`config.mk`:
```
export PLATFORM = sky130hd
export DESIGN_NAME = instr_fetch_unit
export DESIGN_NICKNAME = d
export VERILOG_FILES = /design/src/rtl/mips_pkg.sv /design/src/rtl/next_pc_calc.sv /design/src/rtl/instr_fetch_unit.sv
export SDC_FILE = /design/constraint.sdc
export NUM_CORES = 1
export LEC_CHECK = 0
export ABC_AREA = 1
export CAP_MARGIN = 20
export CORE_MARGIN = 2
export CORE_UTILIZATION = 52
export DETAILED_ROUTE_END_ITERATION = 10
export GPL_TIMING_DRIVEN = 0
export PLACE_DENSITY_LB_ADDON = 0.05
export SKIP_LAST_GASP = 1
export SYNTH_ARGS = -nofsm -noshare
export SYNTH_HDL_FRONTEND = slang
export SYNTH_SLANG_ARGS = --single-unit
export TNS_END_PERCENT = 10
```
`constraint.sdc`:
```
create_clock -name clk -period 3.8 [get_ports clk]
set_input_delay 0.95 -clock clk [delete_from_list [all_inputs] [get_ports clk]]
set_output_delay 0.95 -clock clk [all_outputs]
set_load 0.05 [all_outputs]
```
`src/rtl/mips_pkg.sv`:
```
// -----------------------------------------------------------------------------
// mips_pkg
//   Shared definitions for the MIPS core front end: fetch-unit state encoding,
//   the opcode constants the front end cares about, instruction field slice
//   positions and a helper that forms the byte offset of a branch.
//   No ports (package).
// -----------------------------------------------------------------------------
package mips_pkg;

  // Fetch-unit states.
  //   RST  : one idle cycle after reset, no request issued
  //   REQ  : one-cycle request pulse to instruction memory
  //   WAIT : waiting for the memory response strobe
  //   HOLD : instruction held for decode/execute until retire
  typedef enum logic [1:0] {
    RST  = 2'd0,
    REQ  = 2'd1,
    WAIT = 2'd2,
    HOLD = 2'd3
  } ifu_state_e;

  // Opcodes the front end and decoder share.
  localparam logic [5:0] OP_J   = 6'b000010;
  localparam logic [5:0] OP_BEQ = 6'b000100;

  // Instruction field slice positions.
  localparam int OPCODE_MSB = 31;
  localparam int OPCODE_LSB = 26;
  localparam int IMM_MSB    = 15;
  localparam int IMM_LSB    = 0;
  localparam int JIDX_MSB   = 25;
  localparam int JIDX_LSB   = 0;

  // Sign-extended word offset of a branch, already scaled to bytes.
  function automatic logic [31:0] branch_offset(input logic [15:0] imm);
    return {{14{imm[15]}}, imm, 2'b00};
  endfunction

endpackage : mips_pkg

```
`src/rtl/next_pc_calc.sv`:
```
// -----------------------------------------------------------------------------
// next_pc_calc
//   Purely combinational next-PC selection for a retiring instruction.
//   Shared between the single-cycle fetch unit and the later pipelined core.
//
// Ports
//   pc      in  32  address of the retiring instruction
//   instr   in  32  the retiring instruction word
//   jump    in  1   decoder says unconditional jump
//   branch  in  1   decoder says conditional branch
//   zero    in  1   ALU zero flag (branch condition)
//   next_pc out 32  address of the following instruction
//
// Priority: jump > taken branch > sequential. All arithmetic wraps mod 2^32.
// -----------------------------------------------------------------------------
module next_pc_calc
  import mips_pkg::*;
(
  input  logic [31:0] pc,
  input  logic [31:0] instr,
  input  logic        jump,
  input  logic        branch,
  input  logic        zero,
  output logic [31:0] next_pc
);

  logic [31:0] p4;
  logic [31:0] jump_target;
  logic [31:0] branch_target;

  // The opcode field is decoded upstream; only the index/immediate matter here.
  logic unused_opcode;
  assign unused_opcode = ^instr[OPCODE_MSB:OPCODE_LSB];

  // NOTE: every variable written in an always_comb gets a default at the top,
  // so no path leaves it unassigned and no latch is inferred.
  always_comb begin
    p4            = pc + 32'd4;
    // Jump keeps the region (top nibble) of the sequential address.
    jump_target   = {p4[31:28], instr[JIDX_MSB:JIDX_LSB], 2'b00};
    branch_target = p4 + branch_offset(instr[IMM_MSB:IMM_LSB]);

    next_pc = p4;
    if (jump) begin
      next_pc = jump_target;
    end else if (branch && zero) begin
      next_pc = branch_target;
    end
  end

endmodule : next_pc_calc

```
`src/rtl/instr_fetch_unit.sv`:
```
// -----------------------------------------------------------------------------
// instr_fetch_unit
//   Front end of the single-cycle MIPS core. Owns the PC, fetches one
//   instruction at a time from instruction memory over a request/response
//   handshake of variable latency (>= 1 cycle), holds the word stable for
//   decode/execute until retire, then advances the PC via next_pc_calc.
//
// Parameters
//   RESET_PC  PC loaded on reset (word aligned, bits [1:0] = 0)
//   TIMEOUT   WAIT cycles before a fetch is abandoned and re-issued (>= 2);
//             only meaningful when IFETCH_TIMEOUT_EN is defined
//
// Ports
//   clk          in  1   clock, rising edge
//   rst          in  1   synchronous, active-high reset
//   imem_req     out 1   one-cycle request pulse
//   imem_addr    out 32  fetch address (always equals pc)
//   imem_rvalid  in  1   response strobe
//   imem_rdata   in  32  instruction word, sampled with imem_rvalid
//   instr        out 32  held instruction (instr[31:26] feeds the decoder)
//   instr_valid  out 1   instr is valid for decode/execute
//   pc           out 32  address of instr
//   retire       in  1   current instruction completes this cycle
//   jump         in  1   from decoder, sampled on retire
//   branch       in  1   from decoder, sampled on retire
//   zero         in  1   ALU zero flag, sampled on retire
//   fetch_err    out 1   sticky fetch timeout (IFETCH_TIMEOUT_EN only)
//
// Build option
//   IFETCH_TIMEOUT_EN  adds a WAIT-cycle counter, the fetch_err port and
//                      re-issue of the same pc on timeout. Without it WAIT
//                      waits indefinitely.
// -----------------------------------------------------------------------------
module instr_fetch_unit
  import mips_pkg::*;
#(
  parameter logic [31:0] RESET_PC = 32'h0000_0000,
  parameter int          TIMEOUT  = 16
) (
  input  logic        clk,
  input  logic        rst,
  output logic        imem_req,
  output logic [31:0] imem_addr,
  input  logic        imem_rvalid,
  input  logic [31:0] imem_rdata,
  output logic [31:0] instr,
  output logic        instr_valid,
  output logic [31:0] pc,
  input  logic        retire,
  input  logic        jump,
  input  logic        branch,
  input  logic        zero
`ifdef IFETCH_TIMEOUT_EN
  ,
  output logic        fetch_err
`endif
);

  ifu_state_e  state_q, state_d;
  logic [31:0] pc_q, pc_d;
  logic [31:0] instr_q, instr_d;
  logic        instr_valid_q, instr_valid_d;
  logic [31:0] next_pc;

`ifdef IFETCH_TIMEOUT_EN
  // Counts WAIT cycles 0 .. TIMEOUT-1; TIMEOUT >= 2 keeps the width >= 1.
  localparam int CNT_W = $clog2(TIMEOUT);
  localparam logic [CNT_W-1:0] CNT_LAST = CNT_W'(TIMEOUT - 1);

  logic [CNT_W-1:0] cnt_q, cnt_d;
  logic             fetch_err_q, fetch_err_d;
`else
  // TIMEOUT has no effect in this build.
  logic unused_timeout;
  assign unused_timeout = ^TIMEOUT;
`endif

  next_pc_calc u_next_pc_calc (
    .pc      (pc_q),
    .instr   (instr_q),
    .jump    (jump),
    .branch  (branch),
    .zero    (zero),
    .next_pc (next_pc)
  );

  // ---------------------------------------------------------------------------
  // Next-state and output logic
  // ---------------------------------------------------------------------------
  always_comb begin
    state_d       = state_q;
    pc_d          = pc_q;
    instr_d       = instr_q;
    instr_valid_d = instr_valid_q;
    imem_req      = 1'b0;
`ifdef IFETCH_TIMEOUT_EN
    cnt_d         = cnt_q;
    fetch_err_d   = fetch_err_q;
`endif

    unique case (state_q)
      RST: begin
        state_d = REQ;
      end

      // Any rvalid seen here belongs to an earlier or aborted request.
      REQ: begin
        imem_req = 1'b1;
        state_d  = WAIT;
`ifdef IFETCH_TIMEOUT_EN
        cnt_d    = '0;
`endif
      end

      WAIT: begin
        if (imem_rvalid) begin
          instr_d       = imem_rdata;
          instr_valid_d = 1'b1;
          state_d       = HOLD;
        end
`ifdef IFETCH_TIMEOUT_EN
        // The last permitted WAIT cycle passed without a response:
        // flag it and re-issue the same pc.
        else if (cnt_q == CNT_LAST) begin
          fetch_err_d = 1'b1;
          state_d     = REQ;
        end else begin
          cnt_d = cnt_q + 1'b1;
        end
`endif
      end

      // jump/branch/zero only matter on the retire edge.
      HOLD: begin
        if (retire) begin
          pc_d          = next_pc;
          instr_valid_d = 1'b0;
          state_d       = REQ;
        end
      end

      default: begin
        state_d = RST;
      end
    endcase
  end

  // ---------------------------------------------------------------------------
  // State registers
  // ---------------------------------------------------------------------------
  // NOTE: sequential state is updated with non-blocking assignments so every
  // flop samples the pre-edge values of the others.
  always_ff @(posedge clk) begin
    if (rst) begin
      state_q       <= RST;
      pc_q          <= RESET_PC;
      instr_q       <= '0;
      instr_valid_q <= 1'b0;
    end else begin
      state_q       <= state_d;
      pc_q          <= pc_d;
      instr_q       <= instr_d;
      instr_valid_q <= instr_valid_d;
    end
  end

`ifdef IFETCH_TIMEOUT_EN
  always_ff @(posedge clk) begin
    if (rst) begin
      cnt_q       <= '0;
      fetch_err_q <= 1'b0;
    end else begin
      cnt_q       <= cnt_d;
      fetch_err_q <= fetch_err_d;
    end
  end

  assign fetch_err = fetch_err_q;
`endif

  assign imem_addr   = pc_q;
  assign pc          = pc_q;
  assign instr       = instr_q;
  assign instr_valid = instr_valid_q;

endmodule : instr_fetch_unit

```
==> qor.txt <==
fmax: 284.9 MHz
WS Path Type: reg2reg
crit path DAT: 3.72 ns
Synth Area per Inst: 6.079 um^2
max_slew headroom: 32.23%
Fin. Hold Viols: 0
Compound-Gate Fraction of Synth Area: 16.32%
Worst setup SP type: register
via count: 6870
reg2reg path depth: 17
PortBufs: 132
initial DRC count: 555
Finish-stage setup viols: 0
hpwl dp: 16150 um
Die Y: 111.6 um
FF-to-FF Start: imem_addr[3]
# nets final: 1217
Worst Tran Pin Value: 1.015 ns
global-route wire length before repair: 32000 um
max cap viols: 0
Yosys cell types: 44
Cells after DPL: 1268
CTS tree: yes
crit path time final: 3.510 ns
IR drop worst, VDD: 0.3402 mV
vias per inst: 5.350
# hold bufs at CTS: 0
Yosys reg bits: 65
Mapped Cells: 990
Slowest-stage cell, CP: dfxtp_1
sequential area share after synthesis: 21.62%
Worst EP required: 4.01 ns
cell mode on critical path: nand2_1
clk slew on worst S/H paths: 0.06 ns
Routed Antenna Nets: 0
Area growth, synth to finish: 29.92%
Hold Worst Slack: 0.4859 ns
share of layout cells above drive strength 1: 8.940%
adder-cell share of the synthesized area: 8.857%
DIE WIDTH: 111.6 um
full die area: 0.01245 mm^2
H-tree depth: 3
DR DRC count: 0
yosys warns: 0
CTS Buffer Depth: 2
largest net degree at the start of global routing: 24
Core Area: 0.01137 mm^2
status: complete, no violations
fin crit share: 92.36%
Slew Limit Fails: 0
total CTS buffers: 9
drt first pass iters: 6
placed instance area: 0.007530 mm^2
Starting Density: 52.93%
Static Leakage: 3.568 nW
Ports: 137
number of clock sinks: 65
area share of and/or/nand/nor cells after synthesis: 35.72%
CP Capture Type: register
clock latency on the worst-skew pair: 0.34 ns
# rows: 39
clock root buffer: clkbuf_16
worst-path cell chain: ha_1 -> nand2_1 -> inv_1 -> nand2_1 -> nor3_2 -> xnor2_1 -> clkinv_1 -> ha_1 -> nand2_1 -> nor2_1 -> inv_1 -> nor2_1 -> o21bai_1 -> nand4_1 -> nand3_1 -> nand2_1 -> a21oi_1
CP peak stage delay: 0.47 ns
worst hold stages: 2
fin util: 68.77%
dominant cell type by area after synthesis: dfxtp_1
main combinational cell family by area after synthesis: simple AND/OR/NAND/NOR gates
Worst R2R End: imem_addr[26]
power per cell area: 381.4 mW/mm^2
Post-Layout Cell Count: 1284
top-area cell type share of the netlist area: 21.62%
final WL: 20250 um
Synth area leaders: dfxtp_1 (22%), nand2_1 (15%), ha_1 (8.5%), nor2_1 (8.4%), a21oi_1 (7.7%)
cell area after layout: 0.007819 mm^2
Routability Congestion: 0.9685
GRT Total Usage: 32.30%
diodes inserted: 0
FF-to-FF setup slack: 0.29 ns
Wirelength per Cell: 15.77 um
initial antenna violation count: 0
Post-Route Skew: 0.01013 ns
post-synthesis instance area: 0.006018 mm^2
global route overflow: 0
Synth Area in XOR/XNOR: 4.012%
Max FO, Critical Path: 6
vias in the first global route: 6336
Hold WC Path Type: reg2reg
Min-Delay Endpoint: instr[30]
RSZ-0062 raised after global routing: true
Hold Startpoint: instr[30]
mux contribution to synthesized area: 0%
==> layout by cell type (no fill, tap or decap), drive strengths merged <==
cell type	count
nand3	68
nor2	145
a221oi	1
conb	4
clkbuf	31
a31oi	1
nand3b	4
clkdlybuf4s50	132
clkinvlp	2
a21oi	94
nand4	12
a211oi	1
xnor2	8
o21a	1
o21bai	4
a21o	4
and2	1
inv	114
nand2	248
nor3	11
dfxtp	65
and3	1
o211ai	5
buf	42
clkinv	6
o221ai	2
ha	41
xor2	17
fa	1
a31o	1
o21ai	70
or2	4
==> synthesized netlist by cell type, drive strengths merged <==
master,count
clkinv,4
a31o,1
xor2,17
o21ai,70
a31oi,1
o221ai,2
nor2,145
nand2,248
a21o,4
a211oi,1
buf,42
nand3,68
conb,1
xnor2,8
o21a,1
nand3b,4
o21bai,4
dfxtp,65
a221oi,1
and2,1
clkbuf,19
ha,41
a21oi,94
nor3,11
o211ai,5
inv,114
and3,1
fa,1
nand4,12
or2,4
==> worst max-delay path, delay by kind of cell (launching register included) <==
family | cells | cell delay [ns]
buf+inv | 3 | 0.31
compound gates | 2 | 0.20
simple gates | 9 | 1.62
flops | 1 | 0.47
fa+ha+maj | 2 | 0.60
xor+xnor | 1 | 0.18
==> state kept, by name, summed over array words and instances, names as in the netlist <==
register / flops
instr: 32
imem_addr: 30
state_q: 2
instr_valid: 1
==> logic make-up after synthesis <==
family / after synthesis
buffers and inverters: 179
AND/OR/NAND/NOR: 494
XOR/XNOR: 25
other: 1
AO/OA/AOI/OAI: 184
flip-flops: 65
adder cells (fa/ha/maj): 42
==> per-layer routing <==
layer | part of all wire (%) | GRT usage, % | wire (um) | up-vias
li1 | - | - | - | 3459
met1 | 43 | 42.25 | 8703 | 3067
met2 | 46 | 53.62 | 9362 | 287
met3 | 7.1 | 4.573 | 1438 | 57
met4 | 3.7 | 13.42 | 742 | 0
met5 | 0 | 0 | 0 | -
==> power by group <==
part	switching (mW)	total (mW)	internal, mW
clock	0.321	0.781	0.460
sequential	0.134	0.910	0.776
combinational	0.845	1.29	0.446
total	1.30	2.98	1.68
==> worst max-delay path by stage <==
stage / start / endpoint / slack (ns)
floorplan: imem_addr[2] / imem_addr[31] / 0.67
global placement: imem_addr[2] / imem_addr[31] / 0.36
detailed placement: imem_addr[2] / imem_addr[30] / 0.31
CTS: imem_addr[2] / imem_addr[30] / 0.22
global route: imem_addr[3] / imem_addr[30] / -0.01
finish: imem_addr[3] / imem_addr[26] / 0.29
==> timing repair <==
item,CTS,global route
setup endpoints to repair,0,6
endpoints found under the hold margin,0,0
buffers inserted,0,0
gates resized for setup,0,3
==> cell type report <==
cell class / instances / area [um^2]
fill: 1054 / 3551
buffer: 61 / 362.8
clock inverter: 4 / 28.78
tap: 143 / 178.9
sequential: 65 / 1303
timing repair buffer: 132 / 1321
clock buffer: 12 / 246.5
inverter: 118 / 444.2
multi-input combinational: 749 / 3934
==> stage by stage <==
step | total power [mW] | setup TNS (ns) | setup slack (ns)
after CTS | 2.981 | 0 | 0.2170
after global routing | 3.131 | -0.01038 | -0.01038
after detailed placement | 2.197 | 0 | 0.3075
after floorplan | 1.771 | 0 | 0.6723
final | 2.982 | 0 | 0.2905
after global placement | 2.185 | 0 | 0.3623
(Power assumes the default switching activity.)
